**src/rtl/char_action_executor_if.sv**
```systemverilog
// char_action_executor_if: frame-tick/state inputs and renderer/collision outputs of one player's action executor.
interface char_action_executor_if;
  logic       frame_tick;
  logic [3:0] state_in;
  logic       hit_landed;
  logic [9:0] pos_x;
  logic       hitbox_en;
  logic [9:0] hitbox_x;
  logic [9:0] hitbox_w;
  logic [2:0] sprite_id;
  logic [4:0] anim_frame;
  logic       hit_pulse;
  logic       attack_done;
  modport master(
    output frame_tick, state_in, hit_landed,
    input  pos_x, hitbox_en, hitbox_x, hitbox_w, sprite_id, anim_frame, hit_pulse, attack_done
  );
  modport slave(
    input  frame_tick, state_in, hit_landed,
    output pos_x, hitbox_en, hitbox_x, hitbox_w, sprite_id, anim_frame, hit_pulse, attack_done
  );
endinterface

```
**src/rtl/char_action_executor.sv**
```systemverilog
// char_action_executor: executes the character state once per frame (movement, hitbox window, single-hit latch, sprite indices).
module char_action_executor #(
  parameter logic [9:0] X_INIT       = 10'd100,
  parameter logic [9:0] X_MIN        = 10'd0,
  parameter logic [9:0] X_MAX        = 10'd576,
  parameter logic [3:0] MOVE_STEP    = 4'd3,
  parameter logic       FACING_RIGHT = 1'b1,
  parameter logic [9:0] SPRITE_W     = 10'd64,
  parameter logic [9:0] REACH_N      = 10'd24,
  parameter logic [9:0] REACH_D      = 10'd40
) (
  input logic CLOCK,
  input logic RESET_N,
  char_action_executor_if.slave bus
);
  typedef enum logic [3:0] {
    IDLE, LEFT, RIGHT, ATK_START, ATK_ACTIVE, ATK_RECOVERY, DIR_START, DIR_ACTIVE, DIR_RECOVERY
  } state_t;
  state_t     prev_state, cur;
  logic       hit_latched, hit, act, done_n, start_n;
  logic [9:0] left_x, right_x, pos_n, w_n, hx;
  logic [2:0] sprite_n;
  logic [4:0] anim_n;
  always_comb begin
    cur      = bus.state_in > 4'd8 ? IDLE : state_t'(bus.state_in);
    left_x   = {1'b0, bus.pos_x} < {1'b0, X_MIN} + 11'(MOVE_STEP) ? X_MIN : bus.pos_x - 10'(MOVE_STEP);
    right_x  = {1'b0, bus.pos_x} + 11'(MOVE_STEP) > {1'b0, X_MAX} ? X_MAX : bus.pos_x + 10'(MOVE_STEP);
    pos_n    = cur == LEFT ? left_x : cur == RIGHT ? right_x : bus.pos_x;
    act      = cur == ATK_ACTIVE || cur == DIR_ACTIVE;
    w_n      = cur == ATK_ACTIVE ? REACH_N : cur == DIR_ACTIVE ? REACH_D : '0;
    hx       = FACING_RIGHT ? pos_n + SPRITE_W : (pos_n < w_n ? '0 : pos_n - w_n);
    sprite_n = cur inside {LEFT, RIGHT}                ? 3'd1 :
               cur inside {ATK_START, DIR_START}       ? 3'd2 :
               cur == ATK_ACTIVE                       ? 3'd3 :
               cur == DIR_ACTIVE                       ? 3'd5 :
               cur inside {ATK_RECOVERY, DIR_RECOVERY} ? 3'd4 : 3'd0;
    anim_n   = cur != prev_state ? 5'd0 : bus.anim_frame == 5'd31 ? 5'd31 : bus.anim_frame + 5'd1;
    // the live hitbox is the registered one, so a hit arriving with the tick that ends the window still counts
    hit      = bus.hitbox_en && bus.hit_landed && !hit_latched;
    done_n   = prev_state inside {ATK_RECOVERY, DIR_RECOVERY} && cur == IDLE;
    start_n  = cur inside {ATK_START, DIR_START};
  end
  always_ff @(posedge CLOCK or negedge RESET_N) begin
    if (!RESET_N) begin
      bus.pos_x       <= X_INIT;
      bus.hitbox_en   <= 1'b0;
      bus.hitbox_x    <= '0;
      bus.hitbox_w    <= '0;
      bus.sprite_id   <= '0;
      bus.anim_frame  <= '0;
      bus.hit_pulse   <= 1'b0;
      bus.attack_done <= 1'b0;
      prev_state      <= IDLE;
      hit_latched     <= 1'b0;
    end else begin
      bus.hit_pulse   <= hit;
      bus.attack_done <= bus.frame_tick && done_n;
      hit_latched     <= bus.frame_tick && start_n ? 1'b0 : hit_latched | hit;
      if (bus.frame_tick) begin
        bus.pos_x      <= pos_n;
        bus.hitbox_en  <= act;
        bus.hitbox_x   <= act ? hx : '0;
        bus.hitbox_w   <= w_n;
        bus.sprite_id  <= sprite_n;
        bus.anim_frame <= anim_n;
        prev_state     <= cur;
      end
    end
  end
endmodule

```
**src/flat_wrapper.sv**
```systemverilog
// flat-port wrapper written by rule: the top's interface ports become plain ports
module char_action_executor_flat 
#(
  parameter logic [9:0] X_INIT       = 10'd100,
  parameter logic [9:0] X_MIN        = 10'd0,
  parameter logic [9:0] X_MAX        = 10'd576,
  parameter logic [3:0] MOVE_STEP    = 4'd3,
  parameter logic       FACING_RIGHT = 1'b1,
  parameter logic [9:0] SPRITE_W     = 10'd64,
  parameter logic [9:0] REACH_N      = 10'd24,
  parameter logic [9:0] REACH_D      = 10'd40
)
  (CLOCK, RESET_N, bus_frame_tick, bus_state_in, bus_hit_landed, bus_pos_x, bus_hitbox_en, bus_hitbox_x, bus_hitbox_w, bus_sprite_id, bus_anim_frame, bus_hit_pulse, bus_attack_done);
  char_action_executor_if bus_i ();
  input logic CLOCK;
  input logic RESET_N;
  input wire logic [$bits(bus_i.frame_tick)-1:0] bus_frame_tick;
  input wire logic [$bits(bus_i.state_in)-1:0] bus_state_in;
  input wire logic [$bits(bus_i.hit_landed)-1:0] bus_hit_landed;
  output wire logic [$bits(bus_i.pos_x)-1:0] bus_pos_x;
  output wire logic [$bits(bus_i.hitbox_en)-1:0] bus_hitbox_en;
  output wire logic [$bits(bus_i.hitbox_x)-1:0] bus_hitbox_x;
  output wire logic [$bits(bus_i.hitbox_w)-1:0] bus_hitbox_w;
  output wire logic [$bits(bus_i.sprite_id)-1:0] bus_sprite_id;
  output wire logic [$bits(bus_i.anim_frame)-1:0] bus_anim_frame;
  output wire logic [$bits(bus_i.hit_pulse)-1:0] bus_hit_pulse;
  output wire logic [$bits(bus_i.attack_done)-1:0] bus_attack_done;
  assign bus_i.frame_tick = bus_frame_tick;
  assign bus_i.state_in = bus_state_in;
  assign bus_i.hit_landed = bus_hit_landed;
  assign bus_pos_x = bus_i.pos_x;
  assign bus_hitbox_en = bus_i.hitbox_en;
  assign bus_hitbox_x = bus_i.hitbox_x;
  assign bus_hitbox_w = bus_i.hitbox_w;
  assign bus_sprite_id = bus_i.sprite_id;
  assign bus_anim_frame = bus_i.anim_frame;
  assign bus_hit_pulse = bus_i.hit_pulse;
  assign bus_attack_done = bus_i.attack_done;
  char_action_executor #(.X_INIT(X_INIT), .X_MIN(X_MIN), .X_MAX(X_MAX), .MOVE_STEP(MOVE_STEP), .FACING_RIGHT(FACING_RIGHT), .SPRITE_W(SPRITE_W), .REACH_N(REACH_N), .REACH_D(REACH_D)) u_core (.CLOCK(CLOCK), .RESET_N(RESET_N), .bus(bus_i));
endmodule
```
**config.mk**
```make
export PLATFORM = sky130hd
export DESIGN_NAME = char_action_executor_flat
export DESIGN_NICKNAME = d
export VERILOG_FILES = /design/src/rtl/char_action_executor_if.sv /design/src/rtl/char_action_executor.sv /design/src/flat_wrapper.sv
export SDC_FILE = /design/constraint.sdc
export NUM_CORES = 1
export LEC_CHECK = 0
export ABC_AREA = 1
export CORE_ASPECT_RATIO = 2
export CORE_UTILIZATION = 60
export CTS_CLUSTER_DIAMETER = 200
export CTS_CLUSTER_SIZE = 24
export DETAILED_ROUTE_END_ITERATION = 10
export DONT_BUFFER_PORTS = 1
export PLACE_DENSITY = 0.83
export SYNTH_ARGS = -nofsm -noshare
export SYNTH_HDL_FRONTEND = slang
export SYNTH_SLANG_ARGS = --single-unit
```
**constraint.sdc**
```tcl
create_clock -name CLOCK -period 2.6 [get_ports CLOCK]
set_input_delay 0.52 -clock CLOCK [delete_from_list [all_inputs] [get_ports CLOCK]]
set_output_delay 0.52 -clock CLOCK [all_outputs]
set_load 0.01 [all_outputs]
```
-- Word level (Yosys, flattened, before mapping)
Cells that the tools add are included.
- add/sub/neg operators: 5
- $lt $le $gt $ge: 3
- equal/unequal tests: 12
- reduce and logical (&&, ||, !) cells: 12
- bitwise gates (word level): 1
- muxes and demuxes: 16
- operator list (operator ; count):
    10-bit two-way mux ; 6
    4-bit by 3-bit == test with 1-bit output, second input constant ; 5
    3-bit two-way mux ; 5
    10-bit by 2-bit adder with 11-bit output, second input constant ; 1
    11-bit by 10-bit greater-than comparator with 1-bit output, second input constant ; 1
    10-bit by 2-bit adder with 10-bit output, second input constant ; 1
    10-bit by 7-bit adder with 10-bit output, second input constant ; 1
    10-bit by 2-bit < comparator with 1-bit output, second input constant ; 1
    5-bit two-way mux ; 2
    10-bit by 2-bit subtractor with 10-bit output, second input constant ; 1
    4-bit by 2-bit == test with 1-bit output, second input constant ; 2
    4-bit == test, second input constant ; 2
    2-bit nonzero test ; 4
    6-bit two-way mux ; 1
    5-bit by 1-bit adder with 5-bit output, second input constant ; 1
    5-bit == test, second input constant ; 1
    1-bit logical AND ; 5
    4-bit by 1-bit == test with 1-bit output, second input constant ; 1
    4-bit greater-than comparator, second input constant ; 1
    4-bit zero test ; 1
    4-bit two-way mux ; 1
    4-bit != test ; 1
    1-bit zero test ; 1
    1-bit logical OR ; 1
    other kinds (2) ; 2
- logic and storage cells: 59
- bits in registers: 46
- input bits: 8

-- Logic depth before layout (Yosys ltp)
Gate-level depths: netlist (run 1).
- depth in word-level cells: 9
- depth in mapped cells: 18

-- Worst setup path before layout (run 1)
OpenSTA, ideal clock, no wires.
- path kind: register to register
- start: register u_core.bus.pos_x[0]
- end: register u_core.bus.hitbox_x[7]
- cell stages (with the launch flop): 16
- library setup time: 121 ps
- arrival time: 2174 ps
- period minus slack after synthesis: 2295 ps
- required time: 2479 ps
- path slack: 305 ps
- cell sequence: dfrtp_1 -> inv_1 -> ha_1 -> nor2_4 -> xor2_1 -> nor2_1 -> nand2_1 -> nand2_1 -> nand2_2 -> nand2_4 -> nand2_1 -> nand2_1 -> nand2_1 -> inv_2 -> ha_1 -> a22o_1
- word-level cells in the longest chain between the ends: 7
- elaborated cells between the ends (all ways): 11
- those cells by class: add/sub (4); order compare (2); mux (5)
- RTL lines (element ; RTL line ; source):
    from (decl) ; char_action_executor_if.sv:20 ; output pos_x, hitbox_en, hitbox_x, hitbox_w, sprite_id, anim_frame, hit_pulse, attack_done
    from (signal assigned) ; char_action_executor.sv:60 ; bus.pos_x <= pos_n;
    10-bit by 2-bit adder with 11-bit output ; char_action_executor.sv:27 ; right_x = {1'b0, bus.pos_x} + 11'(MOVE_STEP) > {1'b0, X_MAX} ? X_MAX : bus.pos_x + 10'(MOVE_STEP);
    11-bit by 10-bit greater-than comparator with 1-bit output ; char_action_executor.sv:27 ;
    10-bit two-way mux ; char_action_executor.sv:27 ;
    10-bit two-way mux ; char_action_executor.sv:28 ; pos_n = cur == LEFT ? left_x : cur == RIGHT ? right_x : bus.pos_x;
    10-bit two-way mux * ; char_action_executor.sv:28 ;
    net u_core.pos_n[7] ; char_action_executor.sv:21 ; logic [9:0] left_x, right_x, pos_n, w_n, hx;
    10-bit by 7-bit adder with 10-bit output * ; char_action_executor.sv:31 ; hx = FACING_RIGHT ? pos_n + SPRITE_W : (pos_n < w_n ? '0 : pos_n - w_n);
    10-bit two-way mux * ; char_action_executor.sv:62 ; bus.hitbox_x <= act ? hx : '0;
    to (signal assigned) ; char_action_executor.sv:62 ;
    to (decl) ; char_action_executor_if.sv:20 ;
Mark *: on every way through the listed nets, which the timed path passes. The rest lies on a longest branch.
A chain may end at the register's enable or synchronous reset.

-- Worst setup path after layout (run 1)
Same ends and word-level chain as after synthesis.

==> results of run 1 <==
[synth_stat cells, types with 2 or more instances]
cell	count
a21oi_1	16
a22oi_1	2
dfrtp_1	36
inv_2	5
inv_1	40
dfstp_2	3
nor3_1	2
ha_1	5
o21ai_1	3
nand4_1	6
nand2_1	85
o221ai_1	3
a22o_1	6
buf_4	9
nor2_2	6
nand3_1	24
o21ai_0	28
xor2_1	9
nor2_4	3
nor4_1	2
nor2_1	29
buf_2	3
nand2_2	8
clkbuf_1	5
[kinds of logic (layout without fill, tap and decap cells)]
logic type,count (synthesis),count (layout),share of synthesized area
xor gates and xnor gates,10,10,0.0339
adders and majority gates,5,5,0.0242
and+or+nand+nor,170,170,0.307
buffers and inverters,63,60,0.106
DFF,39,39,0.379
AOI/OAI and AO/OA,64,64,0.148
other,1,7,0.00145
[worst paths after layout]
path                                     startpoint                       to  slack (ns)
worst min-delay path                        RESET_N  u_core.bus.sprite_id[0]        0.06
worst max register to register  u_core.bus.pos_x[0]   u_core.bus.hitbox_x[7]        0.18
worst max-delay path            u_core.bus.pos_x[0]   u_core.bus.hitbox_x[7]        0.18
min in group CLOCK                   bus_frame_tick      u_core.bus.pos_x[5]        0.29
worst min register to register   u_core.hit_latched     u_core.bus.hit_pulse        0.42
max in group asynchronous                   RESET_N   u_core.bus.hitbox_x[9]        2.36
[power by group]
part           switching (uW)  internal (uW)  leakage, uW
clock                     218            384    0.0000654
sequential                152            695     0.000512
combinational             503            263     0.000789
[layer usage]
metal / GRT usage / vias to the layer above
li1: - / 1129
met1: 0.295 / 1103
met2: 0.548 / 70
met3: 0.0451 / 23
met4: 0.189 / 0
met5: 0 / -
[sequential cells by signal, indices dropped and copies added (netlist names)]
register	count
u_core.bus.hit_pulse	1
u_core.hit_latched	1
u_core.bus.hitbox_x	10
u_core.bus.attack_done	1
u_core.prev_state	4
u_core.bus.anim_frame	5
u_core.bus.hitbox_en	1
u_core.bus.hitbox_w	3
u_core.bus.pos_x	10
u_core.bus.sprite_id	3
[placed cells by master (no fill, tap or decap), types with 5 or more instances in the layout]
master	instances
nand2_1	85
inv_1	40
dfrtp_1	36
nor2_1	29
o21ai_0	28
nand3_1	24
a21oi_1	16
xor2_1	8
nand2_2	8
conb_1	7
nor2_2	6
nand4_1	6
a22o_1	6
inv_2	5
clkbuf_8	5
[area by class of cell]
| class | count | area (sq um) | area share |
|---|---|---|---|
| clock buffer | 6 | 72.6 | 0.0262 |
| clock inverter | 2 | 60.1 | 0.0217 |
| inverter | 46 | 173 | 0.0624 |
| multi-input combinational | 256 | 1360 | 0.493 |
| sequential | 39 | 980 | 0.354 |
| tap | 52 | 65.1 | 0.0235 |
| timing repair buffer | 6 | 55.1 | 0.0199 |
[metrics by stage]
step           worst slack (ns)  total power, uW  hold WS, ns   util
2_1_floorplan             0.305             1410        0.224      -
3_3_place_gp              0.268             1560        0.225  0.630
3_5_place_dp              0.255             1570        0.225  0.630
4_1_cts                   0.212             2190       0.0577  0.667
5_1_grt                  0.0193             2330       0.0532  0.671
6_report                  0.175             2210       0.0568  0.671
[timing repair]
item	in CTS	in global routing
hold buffers	1	0
gates resized for setup	0	2
setup endpoints to repair	0	1
buffers inserted	0	1
hold endpoints to repair	36	0
[worst max-delay path: cells and delay by family (launching register included)]
kind                       cells  cell delay [ns]
DFF                            1             0.40
and+or+nand+nor                4             0.62
adders and majority gates      2             0.54
buffers and inverters          4             0.45
AOI/OAI and AO/OA              2             0.31
==> out/qor.yml, run 1 <==
power:
  power.density_mw_per_mm2: 800
  power_leakage_uw: 0.00137
  ir_drop_mv: 0.546
placed_design:
  placed_area_sq_mm: 0.00260
  dp_hpwl_mm: 4.61
  dp.cells: 397
  portBuffers: 0
  routabilityCongestion: 0.950
cells_and_area:
  area_growth_pct: 7.12
  num_antenna_cells: 0
  final_cells: 407
  drive_above_1_share: 0.130
  fin_area_sq_mm: 0.00277
  final_nets: 367
  nFillCells: 375
synth:
  synth_edf_count: 0
  ys_warn_count: 0
  yosysUniqueCellTypes: 38
  ys.flop_type: "dfrtp_1"
  synth_top_area_cell: "dfrtp_1"
  syn_area_sq_mm: 0.00258
  synth_cells: 352
  ys_seq_elements: 39
  synth_area_leaders: "dfrtp_1, nand2_1, inv_1"
  ys_seq_area_frac: 0.379
  netlist.area_leader.share: 0.348
  ys_async_sr_fraction: 1.00
  syn_avg_cell_area_sq_um: 7.34
routing:
  wl_met3_um: 307
  dr_total_vias: 2325
  drt_iter0_markers: 71
  viasPerCell: 5.71
  first_pass_iters: 4
  wire_per_inst_um: 15.7
  dr_wl_met2_mm: 3.41
  ant_nets: 0
  finalWirelength_mm: 6.38
  drt-met1-wl_mm: 2.38
  drc: 0
  routed.top_layer: "met4"
sta:
  rsz0062_at_grt: "false"
  setup-violations-final: 0
  final.min_clock_period_ns: 2.42
  setup_tns_ns: 0
  tightest_slew_ns: 0.670
  relSlewSlack: 0.553
  slew_viol_final: 0
  fmax_mhz: 412
  finalHoldViolations: 0
  skew_ns: 0.00569
  post-route-period-util: 0.933
die:
  num_rows: 33
  core_sq_mm: 0.00413
  start_util: 0.626
  die_h_um: 94.8
  ios: 49
  die_x_um: 48.4
  die-area_sq_mm: 0.00459
global_routing:
  grt_pass1_wl_mm: 10.4
  antenna_found_initial: 0
  grt_overflow_total: 0
  first_global_vias: 2311
  grtUsageTotal: 0.293
  grt_max_degree: 37
critical_path:
  critPathMaxFanout: 5
  max_stage_delay_ns: 0.40
  cp.arrival_ns: 2.62
  rr_worst_depth: 12
  critPathKind: "flop to flop"
  cp-start-kind: "flop"
  crit_chain: "buf_4 > ha_1 > nor2_1 > nand3_1 > inv_1 > nand2_1 > clkinv_1 > o21ai_0 > nand2_1 > inv_2 > ha_1 > a22o_1"
  end_kind: "flop"
  slowest_stage: "dfrtp_1"
  required_ns: 2.79
run:
  max_cap_viol_count: 0
clock_network:
  numClockSinks: 39
  clockBufferDepth: 2
  root_buffer: "clkbuf_8"
  htreeDepth: 2
  tritoncts: "done"
  clk_latency_ns: 0.29
  numCtsBuffers: 5
  clkTransAtPathRegs_ns: 0.08
hold_path:
  holdCritPathClass: "input port to async pin"
outcome:
  status: "complete, no violations"
Note: power is estimated with default switching activity, not from simulation.
==> run 2, diff against run 1 <==
ABC_CLOCK_PERIOD_IN_PS = 2590   (was default)
clock period = 2.59 ns   (was 2.6 ns; I/O delays follow)
==> results of run 2 <==
Same layout as run 1 (identical final DEF). Status: complete, no violations.
Main changes from that run: setup slack after placement 0.255 ns -> 0.245 ns; setup slack after layout 0.175 ns -> 0.165 ns; hold slack 0.0568 ns -> 0.0548 ns; register-to-register setup slack 0.18 ns -> 0.17 ns; total power 2210 uW -> 2220 uW; worst IR drop on VDD 0.546 mV -> 0.548 mV
